<file path="src/rtl/sevseg_pkg.sv">
// Shared constants and types for the multiplexed 7-segment scan driver.
package sevseg_pkg;

  localparam int unsigned CLK_HZ = 50_000_000;
  localparam int unsigned SEG_W  = 7;

  // Active-high {g,f,e,d,c,b,a} patterns, indexed by hex nibble (entry 15 listed first).
  localparam logic [15:0][SEG_W-1:0] SEG_TABLE = {
    7'h71, 7'h79, 7'h5E, 7'h39, 7'h7C, 7'h77, 7'h6F, 7'h7F,
    7'h07, 7'h7D, 7'h6D, 7'h66, 7'h4F, 7'h5B, 7'h06, 7'h3F
  };

  typedef enum logic {
    BLANK = 1'b0,
    ON    = 1'b1
  } scan_state_e;

endpackage

</file>
<file path="src/rtl/sevseg_decode.sv">
// Hex nibble to active-high segment pattern; polarity is applied by the parent.
module sevseg_decode
  import sevseg_pkg::*;
(
  input  logic [3:0]       nibble,
  output logic [SEG_W-1:0] seg_c
);

  // Table lookup of the segment pattern
  always_comb begin
    seg_c = SEG_TABLE[nibble];
  end

endmodule

</file>
<file path="src/rtl/sevseg_scan_driver.sv">
// Multiplexed 7-segment scan driver with per-slot anti-ghost blanking and
// frame-synchronous value updates. Define SEVSEG_LZB_EN to enable
// leading-zero blanking.
module sevseg_scan_driver
  import sevseg_pkg::*;
#(
  parameter int unsigned DIGITS         = 4,
  parameter int unsigned SCAN_DIV       = 12500,
  parameter int unsigned BLANK_CYC      = 250,
  parameter bit          SEG_ACTIVE_LOW = 1'b1,
  parameter bit          DIG_ACTIVE_LOW = 1'b1
) (
  input  logic                  clock,
  input  logic                  reset,
  input  logic                  enable,
  input  logic                  load,
  input  logic [4*DIGITS-1:0]   value,
  input  logic [DIGITS-1:0]     dp,
  output logic [SEG_W-1:0]      seg,
  output logic                  seg_dp,
  output logic [DIGITS-1:0]     dig,
  output logic                  frame
);

  localparam int unsigned CNT_W = $clog2(SCAN_DIV);
  localparam int unsigned IDX_W = $clog2(DIGITS);
  localparam int unsigned VAL_W = 4 * DIGITS;

  localparam logic [CNT_W-1:0]  CNT_LAST   = CNT_W'(SCAN_DIV - 1);
  localparam logic [CNT_W-1:0]  CNT_BLANK  = CNT_W'(BLANK_CYC);
  localparam logic [IDX_W-1:0]  IDX_LAST   = IDX_W'(DIGITS - 1);
  localparam logic [SEG_W-1:0]  SEG_OFF    = SEG_ACTIVE_LOW ? 7'h7F : 7'h00;
  localparam logic              SEG_DP_OFF = SEG_ACTIVE_LOW;
  localparam logic [DIGITS-1:0] DIG_OFF    = DIG_ACTIVE_LOW ? '1 : '0;

  scan_state_e        state_q, state_d;
  logic [CNT_W-1:0]   cnt_q, cnt_d;
  logic [IDX_W-1:0]   idx_q, idx_d;
  logic [VAL_W-1:0]   pend_val_q, pend_val_d;
  logic [DIGITS-1:0]  pend_dp_q, pend_dp_d;
  logic               pend_vld_q, pend_vld_d;
  logic [VAL_W-1:0]   shadow_val_q, shadow_val_d;
  logic [DIGITS-1:0]  shadow_dp_q, shadow_dp_d;
  logic [SEG_W-1:0]   seg_q, seg_d;
  logic               seg_dp_q, seg_dp_d;
  logic [DIGITS-1:0]  dig_q, dig_d;
  logic               frame_q, frame_d;

  logic               slot_end_c;
  logic               frame_end_c;
  logic [3:0]         nib_c;
  logic [SEG_W-1:0]   dec_seg_c;
  logic [SEG_W-1:0]   lit_seg_c;
  logic [DIGITS-1:0]  lzb_c;
  logic [DIGITS-1:0]  dig_onehot_c;

  // Slot counter, digit index and BLANK/ON state sequencing
  always_comb begin
    cnt_d       = cnt_q + CNT_W'(1);
    idx_d       = idx_q;
    state_d     = state_q;
    slot_end_c  = (cnt_q == CNT_LAST);
    frame_end_c = slot_end_c && (idx_q == IDX_LAST);
    if (slot_end_c) begin
      cnt_d = '0;
      idx_d = (idx_q == IDX_LAST) ? '0 : idx_q + IDX_W'(1);
    end
    case (state_q)
      BLANK:   if (cnt_d >= CNT_BLANK) state_d = ON;
      ON:      if (slot_end_c) state_d = BLANK;
      default: state_d = BLANK;
    endcase
  end

  // Pending capture on load; shadow only changes on the frame wrap cycle
  always_comb begin
    pend_val_d   = pend_val_q;
    pend_dp_d    = pend_dp_q;
    pend_vld_d   = pend_vld_q;
    shadow_val_d = shadow_val_q;
    shadow_dp_d  = shadow_dp_q;
    if (frame_end_c) begin
      pend_vld_d = 1'b0;
      if (load) begin
        shadow_val_d = value;
        shadow_dp_d  = dp;
      end else if (pend_vld_q) begin
        shadow_val_d = pend_val_q;
        shadow_dp_d  = pend_dp_q;
      end
    end else if (load) begin
      pend_val_d = value;
      pend_dp_d  = dp;
      pend_vld_d = 1'b1;
    end
  end

  // Leading-zero mask: a digit blanks when it and every higher digit are zero
  always_comb begin
    lzb_c = '0;
`ifdef SEVSEG_LZB_EN
    begin
      logic zero_run;
      zero_run = 1'b1;
      for (int i = int'(DIGITS) - 1; i > 0; i--) begin
        zero_run = zero_run && (shadow_val_q[4*i +: 4] == 4'h0);
        lzb_c[i] = zero_run;
      end
    end
`endif
  end

  // Select the nibble of the digit currently being scanned
  always_comb begin
    nib_c = shadow_val_q[4*idx_q +: 4];
  end

  sevseg_decode u_decode (
    .nibble (nib_c),
    .seg_c  (dec_seg_c)
  );

  // Next pin values from this cycle's scan state (pins lag by one cycle)
  always_comb begin
    dig_onehot_c = DIGITS'(1) << idx_q;
    lit_seg_c    = lzb_c[idx_q] ? '0 : dec_seg_c;
    dig_d        = DIG_OFF;
    seg_d        = SEG_OFF;
    seg_dp_d     = SEG_DP_OFF;
    frame_d      = frame_end_c;
    if (enable && (state_q == ON)) begin
      dig_d    = DIG_ACTIVE_LOW ? ~dig_onehot_c : dig_onehot_c;
      seg_d    = SEG_ACTIVE_LOW ? ~lit_seg_c : lit_seg_c;
      seg_dp_d = SEG_ACTIVE_LOW ? ~shadow_dp_q[idx_q] : shadow_dp_q[idx_q];
    end
  end

  // State, data and pin registers with synchronous reset
  always_ff @(posedge clock) begin
    if (reset) begin
      state_q      <= BLANK;
      cnt_q        <= '0;
      idx_q        <= '0;
      pend_val_q   <= '0;
      pend_dp_q    <= '0;
      pend_vld_q   <= 1'b0;
      shadow_val_q <= '0;
      shadow_dp_q  <= '0;
      seg_q        <= SEG_OFF;
      seg_dp_q     <= SEG_DP_OFF;
      dig_q        <= DIG_OFF;
      frame_q      <= 1'b0;
    end else begin
      state_q      <= state_d;
      cnt_q        <= cnt_d;
      idx_q        <= idx_d;
      pend_val_q   <= pend_val_d;
      pend_dp_q    <= pend_dp_d;
      pend_vld_q   <= pend_vld_d;
      shadow_val_q <= shadow_val_d;
      shadow_dp_q  <= shadow_dp_d;
      seg_q        <= seg_d;
      seg_dp_q     <= seg_dp_d;
      dig_q        <= dig_d;
      frame_q      <= frame_d;
    end
  end

  assign seg    = seg_q;
  assign seg_dp = seg_dp_q;
  assign dig    = dig_q;
  assign frame  = frame_q;

endmodule

</file>
<file path="config.mk">
export PLATFORM = sky130hd
export DESIGN_NAME = sevseg_scan_driver
export DESIGN_NICKNAME = d
export VERILOG_FILES = /design/src/rtl/sevseg_pkg.sv /design/src/rtl/sevseg_decode.sv /design/src/rtl/sevseg_scan_driver.sv
export SDC_FILE = /design/constraint.sdc
export NUM_CORES = 1
export LEC_CHECK = 0
export CORE_MARGIN = 3
export CORE_UTILIZATION = 45
export CTS_BUF_LIST = sky130_fd_sc_hd__clkbuf_4 sky130_fd_sc_hd__clkbuf_8
export DETAILED_ROUTE_END_ITERATION = 8
export PLACE_DENSITY_LB_ADDON = 0.15
export SYNTH_ARGS = -nofsm -noshare
export SYNTH_HDL_FRONTEND = slang
export SYNTH_HIERARCHICAL = 1
export SYNTH_SLANG_ARGS = --single-unit
</file>
<file path="constraint.sdc">
create_clock -name clock -period 5.2 [get_ports clock]
set_clock_uncertainty 0.05 [all_clocks]
set_input_delay 1.3 -clock clock [delete_from_list [all_inputs] [get_ports clock]]
set_output_delay 1.3 -clock clock [all_outputs]
set_load 0.02 [all_outputs]
</file>
==> results of run 1 <==
cell usage in the layout (no fill, tap or decap), types with 2 or more instances in the layout:
| cell type | synthesis | final |
|---|---|---|
| a211oi_1 | 2 | 2 |
| a21oi_1 | 5 | 5 |
| and4_1 | 2 | 2 |
| buf_4 | 0 | 3 |
| clkbuf_8 | 0 | 10 |
| clkdlybuf4s50_1 | 0 | 36 |
| clkinv_4 | 0 | 2 |
| clkinvlp_4 | 0 | 3 |
| dfxtp_1 | 71 | 71 |
| ha_1 | 12 | 12 |
| inv_1 | 11 | 11 |
| mux2_2 | 23 | 23 |
| mux2i_1 | 43 | 43 |
| mux4_2 | 5 | 5 |
| nand2_1 | 24 | 24 |
| nand2b_1 | 3 | 3 |
| nand3_1 | 9 | 9 |
| nand4_1 | 2 | 2 |
| nor2_1 | 58 | 58 |
| nor2b_1 | 4 | 4 |
| nor3_1 | 7 | 7 |
| nor4_1 | 3 | 3 |
| o211ai_1 | 2 | 2 |
| or2_2 | 4 | 4 |
| or3_1 | 2 | 2 |
| or4_1 | 2 | 2 |
| xnor2_1 | 6 | 6 |
| xor2_1 | 7 | 7 |
state kept, by name (all words and copies together) (netlist names):
name / flops
cnt_q: 14
pend_val_q: 16
shadow_dp_q: 4
state_q: 1
frame: 1
pend_vld_q: 1
seg_dp: 1
shadow_val_q: 16
dig: 4
seg: 7
idx_q: 2
pend_dp_q: 4
logic make-up after synthesis:
kind of cell | synth area share
AND/OR/NAND/NOR | 0.180
multiplexers | 0.241
flip-flops | 0.413
buffers and inverters | 0.0509
AO/OA/AOI/OAI | 0.0392
XOR/XNOR | 0.0331
adder cells (fa/ha/maj) | 0.0436
how the worst max path moves through the flow:
stage | startpoint | to | slack, ns | cells after the start
3_5_place_dp | load | shadow_dp_q[0]$_SDFFE_PP0P_ | 1.70 | 6
4_1_cts | load | shadow_dp_q[0]$_SDFFE_PP0P_ | 2.07 | 6
3_3_place_gp | load | shadow_dp_q[3]$_SDFFE_PP0P_ | 1.76 | 6
2_1_floorplan | load | shadow_dp_q[0]$_SDFFE_PP0P_ | 2.88 | 4
5_1_grt | load | shadow_val_q[9]$_SDFFE_PP0P_ | 1.92 | 6
6_report | load | shadow_dp_q[0]$_SDFFE_PP0P_ | 2.05 | 6
layout make-up:
class | instances | share of cell area
clock inverters | 6 | 0.0174
clock buffers | 10 | 0.0342
inverters | 11 | 0.0103
well taps | 99 | 0.0308
repair buffers | 39 | 0.0951
multi-input cells | 244 | 0.459
flip-flops and latches | 71 | 0.353
metal layers:
metal | global-route usage | up-vias
li1 | - | 1257
met1 | 0.215 | 1101
met2 | 0.244 | 39
met3 | 0.0322 | 10
met4 | 0.0806 | 0
met5 | 0 | -
critical path, delay by kind of cell:
kind          cells  cell delay (ns)
simple gates      3             0.92
buf+inv           2             0.76
mux               1             0.33
power breakdown:
group	switching (mW)	leakage (nW)	internal, mW
clock	0.212	0.0947	0.236
combinational	0.0323	0.972	0.0409
sequential	0.00615	0.577	0.555
total	0.250	1.64	0.832
per-stage QoR:
step / hold slack [ns] / utilization / instances / total power, mW
final: 0.422 / 0.549 / 480 / 1.08
after global routing: 0.444 / 0.549 / 480 / 1.13
after CTS: 0.425 / 0.549 / 480 / 1.10
after detailed placement: 0.406 / 0.521 / 464 / 0.647
after global placement: 0.395 / 0.521 / 464 / 0.646
after floorplan: 0.380 / - / 353 / 0.618
==> impl_metrics.yaml, run 1 <==
run_status:
  status: "complete, no violations"
sta:
  final-max-slew-violation-count: 0
  worst_pin_slew_ns: 1.09
  min_period_ns: 3.15
  hold_violations: 0
  finalSetupViolCount: 0
  max_freq_mhz: 318
  period_share: 0.605
  relSlewSlack: 0.271
  setup_slack_ns: 2.05
  rsz0062_at_grt: "no"
  setup_tns_ns: 0
grt:
  grt_antenna_before_repair: 0
  grt_pass1_vias: 2356
  grt_max_degree: 47
  grt_overflow: 0
  grt_pass1_wl_mm: 11.1
  grtUsageTotal: 0.160
die:
  die_h_um: 93.5
  io-pin-count: 37
  core_area_mm2: 0.00733
  die_x_um: 93.5
  die_area_mm2: 0.00874
  start_util: 0.470
  rows: 31
layout:
  final_area_mm2: 0.00403
  drive_gt1_frac: 0.144
  antenna_cells: 0
  multi_input_area_mm2: 0.00185
  area_growth_pct: 17.0
  final-seq-area_mm2: 0.00142
  filler_cell_count: 669
  fin_nets: 412
detailed_routing:
  dr_wl_met2_mm: 2.81
  drt_iter0_drc: 89
  vias_per_cell: 5.01
  dr_wl_met3_um: 233
  first_pass_iters: 4
  drc: 0
  wl_per_cell_um: 13.5
  ant_nets: 0
  drt-met1-wl_mm: 3.31
  top_layer_used: "met4"
  routed_wl_mm: 6.47
  vias: 2407
clock_tree:
  clock-sinks: 71
  clkTransAtPathRegs_ns: 0.08
  cts_setup_buffers: 0
  post_cts_resized: 0
  cts_buffers: 9
  htreeDepth: 3
  clk-insertion-delay-late_ns: 0.34
  cts_hold_buffers: 0
  cts_tree: "yes"
  clk_path_buf_depth: 2
  clock-root-buffer: "clkbuf_8"
placed_design:
  routabilityCongestion: 0.888
  place_hpwl_mm: 4.40
  io_buffers: 36
  dp_slack_ns: 1.70
  postPlaceCellArea_mm2: 0.00382
synth:
  yosys_most_used_dff: "dfxtp_1"
  netlist.area_leader.share: 0.413
  synth.avg_cell_area_um2: 9.75
  ys_warn_count: 6
  ys_seq_area_frac: 0.413
  synth_area_mm2: 0.00344
  syn-num-nets: 389
  synth_cell_type_count: 45
  synth_common_cells: "dfxtp_1, nor2_1, mux2i_1"
  ys_async_sr_fraction: 0
  synth_seq_cells: 71
  synth_enable_flop_cells: 0
  synth_area_leaders: "dfxtp_1, mux2i_1, mux2_2, nor2_1, ha_1"
  yosysMostFrequentCell: "dfxtp_1"
  synth_top_area_cell: "dfxtp_1"
  synthCells: 353
pwr:
  p_leak_nw: 1.64
  powerDensity_mw_per_mm2: 269
  peakVddDrop_v: 0.000134
critical_path:
  cp-end-kind: "flip-flop"
  worst_r2r_path_depth: 6
  required_ns: 5.37
  worst-endpoint-arrival_ns: 3.32
  path_class: "in -> reg"
  path_max_fanout: 22
  critPathMaxStageDelay_ns: 0.77
  cp_slowest_cell: "or3_1"
  rr_startpoint: "cnt_q[0]$_SDFF_PP0_"
  reg2reg_to: "shadow_dp_q[0]$_SDFFE_PP0P_"
  worstPathCellList: "clkdlybuf4s50_1, buf_4, nor2_1, or3_1, mux2i_1, nor2_1"
  cp-start-kind: "input port"
  crit_top_cell: "nor2_1"
  rrSetupSlack_ns: 2.61
flow_run:
  maxCapViolations: 0
worst_hold_path:
  worstHoldStart: "cnt_q[0]$_SDFF_PP0_"
  hold_class: "reg -> reg"
  min_to: "cnt_q[0]$_SDFF_PP0_"
  min_path_cells: 1
No activity file was read; power rests on OpenSTA's default activity.
==> run 2, diff against run 1 <==
- clock period: 5.2 -> 3.1 ns (I/O delays scaled with it)
==> run 2 against run 1 <==
Non-clock buffer count grew 1. Worst hold slack lost 0.0043 ns. Cell count grew 0.21%. Count of clock-buffer cells in the layout shrank 1. Sequential cell count is the same. Via count grew 3.1%. First-iteration DRC count shrank 15%. Wire length grew 0.19%. Largest cell class unchanged.
==> impl_metrics.yaml, run 2 (synthesis gave the netlist of run 1 again) <==
run_status:
  status: "complete, no violations"
clock_tree:
  clk_path_buf_depth: 2
  cts_buffers: 9
  clock-sinks: 71
  clock-root-buffer: "clkbuf_8"
  cts_tree: "yes"
  cts_hold_buffers: 0
  clkTransAtPathRegs_ns: 0.08
  post_cts_resized: 0
  cts_setup_buffers: 0
  clk-insertion-delay-late_ns: 0.35
  htreeDepth: 3
worst_hold_path:
  worstHoldStart: "cnt_q[0]$_SDFF_PP0_"
  hold_class: "reg -> reg"
  min_path_cells: 1
  min_to: "cnt_q[0]$_SDFF_PP0_"
critical_path:
  rr_startpoint: "idx_q[0]$_SDFFE_PP0N_"
  rrSetupSlack_ns: 0.74
  worst-endpoint-arrival_ns: 2.60
  required_ns: 3.34
  cp_slowest_cell: "mux4_2"
  reg2reg_to: "seg[3]$_SDFF_PP1_"
  cp-start-kind: "flip-flop"
  crit_top_cell: "inv_1"
  path_max_fanout: 9
  path_class: "reg -> reg"
  critPathMaxStageDelay_ns: 0.64
  cp-end-kind: "flip-flop"
  worst_r2r_path_depth: 6
  worstPathCellList: "mux4_2, inv_1, ha_1, inv_1, mux4_1, nand2_1"
pwr:
  totalPowerFinal_mw: 1.72
  p_leak_nw: 1.64
  powerDensity_mw_per_mm2: 430
  peakVddDrop_v: 0.000216
die:
  core_area_mm2: 0.00733
  die_h_um: 93.5
  rows: 31
  io-pin-count: 37
  die_x_um: 93.5
  die_area_mm2: 0.00874
  start_util: 0.470
detailed_routing:
  wl_per_cell_um: 13.5
  first_pass_iters: 6
  routed_wl_mm: 6.48
  drc: 0
  drt_iter0_drc: 76
  vias_per_cell: 5.16
  ant_nets: 0
  vias: 2482
grt:
  grt_max_degree: 37
  grt_pass1_vias: 2373
  grt_pass1_wl_mm: 11.3
  grt_antenna_before_repair: 0
  grtUsageTotal: 0.164
  grt_overflow: 0
sta:
  setup_tns_ns: 0
  relSlewSlack: 0.501
  final-max-slew-violation-count: 0
  finalSetupViolCount: 0
  rsz0062_at_grt: "no"
  period_share: 0.762
  max_freq_mhz: 424
  hold_violations: 0
  worst_pin_slew_ns: 0.746
  min_period_ns: 2.36
placed_design:
  place_hpwl_mm: 4.48
  routabilityCongestion: 0.887
  io_buffers: 36
layout:
  filler_cell_count: 661
  reg.largest.list: "pend_val_q x16, shadow_val_q x16, cnt_q x14"
  antenna_cells: 0
  drive_gt1_frac: 0.147
  fin_nets: 413
  final_cell_mix: "dfxtp_1, nor2_1, mux2i_1"
  area_growth_pct: 16.4
  final_common_cell: "dfxtp_1"
flow_run:
  maxCapViolations: 0
[run 2: cell count changes in the layout (fill, tap and decap cells not counted)]
| cell | delta |
|---|---|
| clkinv_4 | -1 |
| clkbuf_8 | -1 |
| clkinv_2 | +1 |
| clkinvlp_4 | -1 |
| bufinv_16 | -1 |
| inv_6 | +3 |
| buf_4 | +1 |
[run 2: cell type report]
type | count | area (um2) | area share
Multi-Input combinational cell | 244 | 1850 | 0.462
Inverter | 11 | 41.3 | 0.0103
Timing Repair Buffer | 40 | 390 | 0.0974
Sequential cell | 71 | 1420 | 0.355
Clock inverter | 7 | 55.1 | 0.0137
Clock buffer | 9 | 124 | 0.0309
Tap cell | 99 | 124 | 0.0309
[run 2: where the power goes]
part,switching [mW],total [mW],internal [mW]
clock,0.363,0.661,0.298
combinational,0.0536,0.122,0.0685
sequential,0.0109,0.942,0.931
total,0.427,1.72,1.30
[run 2: how the worst max path moves through the flow]
stage	start	to	slack, ns	depth (start not counted)
floorplan	idx_q[0]$_SDFFE_PP0N_	seg[3]$_SDFF_PP1_	0.81	7
global placement	load	pend_dp_q[0]$_SDFFE_PP0P_	0.69	6
detailed placement	reset	dig[3]$_SDFF_PP1_	0.65	3
CTS	idx_q[0]$_SDFFE_PP0N_	seg[3]$_SDFF_PP1_	0.71	6
global route	idx_q[0]$_SDFFE_PP0N_	seg[3]$_SDFF_PP1_	0.56	6
finish	idx_q[0]$_SDFFE_PP0N_	seg[3]$_SDFF_PP1_	0.74	6
[run 2: stage by stage]
step	utilization	hold WS (ns)	std cells	worst slack [ns]	area, um2
final	0.547	0.418	481	0.739	4010
after floorplan	-	0.380	353	0.813	3440
after detailed placement	0.522	0.405	465	0.652	3830
after CTS	0.547	0.423	481	0.713	4010
after global placement	0.522	0.393	465	0.688	3830
after global routing	0.547	0.468	481	0.559	4010
[run 2: worst max-delay path, delay by kind of cell (launching register included)]
family                   cells  cell delay [ns]
adder cells (fa/ha/maj)      1             0.26
flip-flops                   1             0.60
multiplexers                 2             1.12
buffers and inverters        2             0.21
AND/OR/NAND/NOR              1             0.06
[run 2: layer usage]
metal	global-route usage	up-vias	routed length [um]
met5	0	-	0
met3	0.0426	7	267
met2	0.245	42	2850
li1	-	1262	-
met1	0.225	1171	3260
met4	0.0659	0	98
